`config.mk`:
```
export PLATFORM = sky130hd
export DESIGN_NAME = eq_output_serializer
export DESIGN_NICKNAME = d
export VERILOG_FILES = /design/src/rtl/eq_output_serializer.sv
export SDC_FILE = /design/constraint.sdc
export NUM_CORES = 1
export LEC_CHECK = 0
export CAP_MARGIN = 10
export CELL_PAD_IN_SITES_DETAIL_PLACEMENT = 0
export CELL_PAD_IN_SITES_GLOBAL_PLACEMENT = 2
export CORE_ASPECT_RATIO = 2
export CORE_MARGIN = 4
export CORE_UTILIZATION = 27
export CTS_CLUSTER_SIZE = 20
export DETAILED_ROUTE_END_ITERATION = 16
export GPL_TIMING_DRIVEN = 0
export PLACE_DENSITY_LB_ADDON = 0.1
export SYNTH_ARGS = -nofsm -noshare
export SYNTH_HDL_FRONTEND = slang
export SYNTH_SLANG_ARGS = --single-unit
```
`constraint.sdc`:
```
create_clock -name clk -period 2.22 [get_ports clk]
set_clock_uncertainty 0.2 [all_clocks]
set_input_delay 0.444 -clock clk [delete_from_list [all_inputs] [get_ports clk]]
set_output_delay 0.444 -clock clk [all_outputs]
set_load 0.01 [all_outputs]
```
`src/rtl/eq_output_serializer.sv`:
```
// Scales and saturates a 32-bit equalizer sum to 16 bits, then sends it MSB-first with bclk/fsync.
// Optional macro EQ_SER_DOUBLE_BUF_EN adds a one-word holding register for gapless back-to-back frames.
module eq_output_serializer #(
   parameter int SHIFT   = 3,
   parameter int BIT_DIV = 4
) (
   input  logic        clk,
   input  logic        rst,
   input  logic [0:31] sum_in,
   input  logic        sum_valid,
   output logic        sum_ready,
   output logic        sdata,
   output logic        bclk,
   output logic        fsync,
   output logic        sat_flag,
   output logic        busy
);
   localparam int DW = (BIT_DIV > 2) ? $clog2(BIT_DIV) : 1;
   localparam logic [DW-1:0] DIV_LAST = DW'(BIT_DIV - 1);
   localparam logic [DW-1:0] DIV_HALF = DW'(BIT_DIV / 2);

   typedef enum logic {S_IDLE, S_SHIFT} state_t;

   state_t             state, state_n;
   logic [DW-1:0]      div_cnt, div_n;
   logic [3:0]         bit_cnt, bit_n;
   logic [15:0]        sh, sh_n;
   logic               sat_n;
   logic signed [31:0] sum_s, scaled;
   logic [15:0]        in_word, start_word;
   logic               in_sat, start_sat;
   logic               accept, last, start;
   logic               busy_n, ready_n, sdata_n, bclk_n, fsync_n;

`ifdef EQ_SER_DOUBLE_BUF_EN
   logic [15:0] hold, hold_n;
   logic        hold_sat, hold_sat_n;
   logic        hold_vld, hold_vld_n;
`endif

   // Bit 0 of sum_in is the MSB, so a plain positional copy gives the numeric value.
   assign sum_s  = $signed(sum_in);
   assign scaled = sum_s >>> SHIFT;

   always_comb begin
      in_word = 16'h7FFF;
      in_sat  = 1'b1;
      if (scaled > 32'sd32767) begin
         in_word = 16'h7FFF;
      end else if (scaled < -32'sd32768) begin
         in_word = 16'h8000;
      end else begin
         in_word = scaled[15:0];
         in_sat  = 1'b0;
      end
   end

   assign accept = sum_valid && sum_ready;
   assign last   = (state == S_SHIFT) && (bit_cnt == 4'd15) && (div_cnt == DIV_LAST);

   always_comb begin
      state_n    = state;
      div_n      = div_cnt;
      bit_n      = bit_cnt;
      sh_n       = sh;
      sat_n      = sat_flag;
      start      = 1'b0;
      start_word = in_word;
      start_sat  = in_sat;
`ifdef EQ_SER_DOUBLE_BUF_EN
      hold_n     = hold;
      hold_sat_n = hold_sat;
      hold_vld_n = hold_vld;
      // A buffered word always wins the shifter; a fresh accept then refills the buffer.
      if (state == S_IDLE || last) begin
         if (hold_vld) begin
            start      = 1'b1;
            start_word = hold;
            start_sat  = hold_sat;
            hold_vld_n = 1'b0;
         end else if (accept) begin
            start = 1'b1;
         end
      end
      if (accept && !(start && !hold_vld)) begin
         hold_n     = in_word;
         hold_sat_n = in_sat;
         hold_vld_n = 1'b1;
      end
      ready_n = 1'b0;
`else
      start   = (state == S_IDLE) && accept;
      ready_n = 1'b0;
`endif

      if (start) begin
         state_n = S_SHIFT;
         div_n   = '0;
         bit_n   = 4'd0;
         sh_n    = start_word;
         sat_n   = start_sat;
      end else if (last) begin
         state_n = S_IDLE;
         div_n   = '0;
         bit_n   = 4'd0;
         sh_n    = 16'h0000;
         sat_n   = 1'b0;
      end else if (state == S_SHIFT) begin
         if (div_cnt == DIV_LAST) begin
            div_n = '0;
            bit_n = bit_cnt + 4'd1;
            sh_n  = {sh[14:0], 1'b0};
         end else begin
            div_n = div_cnt + DW'(1);
         end
      end

      // Outputs are registered from next-state values so they line up with the counters.
      busy_n  = (state_n == S_SHIFT);
      sdata_n = busy_n && sh_n[15];
      bclk_n  = busy_n && (div_n >= DIV_HALF);
      fsync_n = busy_n && (bit_n == 4'd0);
`ifdef EQ_SER_DOUBLE_BUF_EN
      ready_n = !hold_vld_n;
`else
      ready_n = (state_n == S_IDLE);
`endif
   end

   always_ff @(posedge clk) begin
      if (rst) begin
         state     <= S_IDLE;
         div_cnt   <= '0;
         bit_cnt   <= 4'd0;
         sh        <= 16'h0000;
         sdata     <= 1'b0;
         bclk      <= 1'b0;
         fsync     <= 1'b0;
         sat_flag  <= 1'b0;
         busy      <= 1'b0;
         sum_ready <= 1'b0;
`ifdef EQ_SER_DOUBLE_BUF_EN
         hold      <= 16'h0000;
         hold_sat  <= 1'b0;
         hold_vld  <= 1'b0;
`endif
      end else begin
         state     <= state_n;
         div_cnt   <= div_n;
         bit_cnt   <= bit_n;
         sh        <= sh_n;
         sdata     <= sdata_n;
         bclk      <= bclk_n;
         fsync     <= fsync_n;
         sat_flag  <= sat_n;
         busy      <= busy_n;
         sum_ready <= ready_n;
`ifdef EQ_SER_DOUBLE_BUF_EN
         hold      <= hold_n;
         hold_sat  <= hold_sat_n;
         hold_vld  <= hold_vld_n;
`endif
      end
   end
endmodule

```
==> impl_metrics.py <==
metrics = {
    "die": {
        "rows": 36,
        "start_util_pct": 28.11,
        "die_h_um": 109.6,
        "die_area_um2": 6440,
        "core_um2": 4955,
        "die-width_um": 58.78,
        "num_io_pins": 41,
    },
    "yosys": {
        "synth_edf_count": 0,
        "synthDistinctLibCells": 38,
        "syn_nets": 193,
        "synth.avg_cell_area_um2": 8.927,
        "synth-seq-cells": 28,
        "syn_inst": 156,
        "syn_area_um2": 1393,
        "synth_top_area_cell": "dfxtp_1",
        "yosys.area.top_type_share_pct": 40.25,
        "ys_async_sr_fraction_pct": 0,
        "synth_top_flop_cell": "dfxtp_1",
        "ys_warn_count": 0,
        "ys_seq_area_share_pct": 40.25,
        "synthTopCellsByArea": "dfxtp_1 (40%), a21oi_1 (7.9%), a22oi_1 (7.5%)",
    },
    "sta": {
        "final-setup-viol-count": 0,
        "max_freq_mhz": 477.8,
        "hold_viol": 0,
        "finalCritPeriodShare_pct": 94.28,
        "rsz0062_at_grt": "false",
        "period_minus_slack_ns": 2.093,
        "slew_violations": 0,
        "worstMarginPinSlew_ns": 0.5294,
        "slew_headroom_pct": 64.71,
    },
    "global_route": {
        "grt_max_degree": 17,
        "grt.overflow.total": 0,
        "grt_pass1_wl_mm": 6.541,
        "grt_pass1_vias": 1382,
        "antenna_found_initial": 0,
        "grt_usage_pct": 13.17,
    },
    "hold_path": {
        "whs_endpoint": "sh[0]",
        "hold_start": "sh[0]",
        "min_path_cells": 2,
        "hp-class": "reg2reg",
    },
    "routing": {
        "wl_per_cell_um": 15.82,
        "met2WireLength_mm": 2.335,
        "drt-pass1-iter-count": 4,
        "drt_wl_total_mm": 4.067,
        "top_layer_used": "met4",
        "wl_met3_um": 110,
        "met1_length_mm": 1.570,
        "vias_per_cell": 5.148,
        "drt_iter0_drc": 53,
        "drc": 0,
        "final_antenna_net_count": 0,
        "vias": 1323,
    },
    "setup_path": {
        "critical_path.endpoint_type": "flop",
        "cp.required_ns": 2.22,
        "crit_arrival_ns": 2.09,
        "rrSetupSlack_ns": 0.15,
        "crit_path_start_kind": "primary input",
        "cp.buffers_inverters": 2,
        "crit_fanout": 10,
        "max_stage_delay_ns": 0.57,
        "crit_type": "in2reg",
        "timing.rr.end": "sh[13]",
        "slowest_stage": "o41ai_4",
        "cp_cell_sequence": "clkdlybuf4s50_1, nand3_1, o41ai_4, buf_6, o211ai_1, a21oi_1",
        "path_delay_family": "compound AO/OA/AOI/OAI gates",
        "r2r_cells": 9,
        "r2r_start": "div_cnt[0]",
    },
    "cts": {
        "cts_tree": "built",
        "path_clk_slew_ns": 0.10,
        "cts_sinks": 28,
        "cts-root-buf": "clkbuf_8",
        "insertion_delay_ns": 0.27,
        "h-tree-depth": 1,
        "numCtsBuffers": 3,
        "cts_max_path_buffers": 2,
    },
    "power_and_ir_drop": {
        "ir_drop_uv": 268.1,
        "p_per_area_nw_per_um2": 580.9,
        "power.leakage_nw": 0.6803,
    },
    "final_layout": {
        "area_growth_pct": 39.44,
        "antennaDiodeCount": 0,
        "design_area_um2": 1942,
        "stdcell_count": 257,
        "fin_util_pct": 39.19,
        "layout_common_cells": "clkdlybuf4s50_1 (37), dfxtp_1 (28), a21oi_1 (22), a22oi_1 (14), o211ai_1 (14)",
        "nets": 238,
        "final_common_cell": "clkdlybuf4s50_1",
        "drive_gt1_share_pct": 13.50,
    },
    "placed_design": {
        "placed_cells": 250,
        "io_buffer_count": 37,
        "gp_congestion": 0.7693,
        "placed_cell_area_um2": 1834,
        "dpl.hpwl_mm": 3.205,
    },
    "outcome": {
        "outcome": "complete, no violations",
    },
    "run": {
        "drv_cap": 0,
    },
}
-- per-layer routing --
| metal | GRT usage (%) | up-vias |
|---|---|---|
| met5 | 0 | - |
| met1 | 14.29 | 628 |
| met4 | 5.024 | 0 |
| met3 | 1.528 | 4 |
| li1 | - | 673 |
| met2 | 24.92 | 18 |
-- metrics by stage --
step	worst slack [ns]	setup TNS (ns)	hold WS, ns	power [mW]
CTS	0.04316	0	0.2780	1.152
finish	0.1269	0	0.2705	1.128
detailed placement	-0.3079	-3.195	0.2625	0.7314
global route	0.001779	0	0.3168	1.191
global placement	-0.2779	-2.517	0.2591	0.7291
floorplan	0.3578	0	0.2411	0.6298
-- worst register-to-register path, cell delays in order (launching register included) --
cell and delay, ns:
dfxtp_1 0.34, ha_1 0.19, buf_2 0.17, and2_1 0.15, buf_2 0.17, and2_0 0.15, buf_2 0.16, buf_6 0.15
a22oi_1 0.18, a21oi_1 0.09
-- report_power, final --
part	switching (mW)	internal [mW]	total (mW)
registers	0.0125	0.524	0.537
logic	0.0843	0.103	0.187
clock network	0.163	0.241	0.404
total	0.259	0.869	1.13
-- synthesized netlist by cell type (all sizes together) (2+ instances only) --
master  count
inv         3
a22oi      14
nor3        2
nor2       12
nand2b      2
nor4        2
nand3b      2
and3        2
clkbuf      2
o21ai       2
a311oi      2
ha          2
or2         2
dfxtp      28
xnor2       2
and2        3
buf        10
nand2       9
o211ai     15
nand4       3
a21oi      23
nand3       4
-- timing repair --
item                                    4_1_cts  5_1_grt
pin swaps                                     0        2
hold buffers                                  0        0
gates resized for setup                       1        1
hold endpoints to repair                      0        0
buffers inserted                              0        3
endpoints found under the setup margin        1       10
-- cell type report --
type | count | area [um2]
multi-input combinational | 113 | 745.7
inverter | 3 | 11.26
sequential | 28 | 560.5
fill | 538 | 3013
buffer | 12 | 88.84
clock inverter | 1 | 30.03
timing repair buffer | 40 | 392.9
tap | 57 | 71.32
clock buffer | 3 | 41.29
-- flip-flops by register name (all words and copies together) (netlist names) --
signal and count:
sh 16, bit_cnt 4, div_cnt 2, bclk 1
fsync 1, sat_flag 1, sdata 1, state 1
sum_ready 1
-- how the worst max path moves through the flow --
stage | from | end | slack, ns | cells past startpoint
finish | sum_in[13] | sh[13] | 0.13 | 6
global route | div_cnt[0] | sh[14] | 0.002 | 9
CTS | sum_in[3] | sh[3] | 0.04 | 6
detailed placement | sum_in[3] | sh[3] | -0.31 | 6
global placement | sum_in[3] | sh[3] | -0.28 | 6
floorplan | div_cnt[0] | sh[10] | 0.36 | 9
-- logic make-up after synthesis --
kind of cell | count (synthesis) | share of synthesized area [%]
compound gates | 62 | 31.36
buf+inv | 15 | 7.187
fa+ha+maj | 2 | 1.797
xor+xnor | 3 | 1.887
simple gates | 46 | 17.52
flops | 28 | 40.25
No activity file was read; power rests on OpenSTA's default activity.
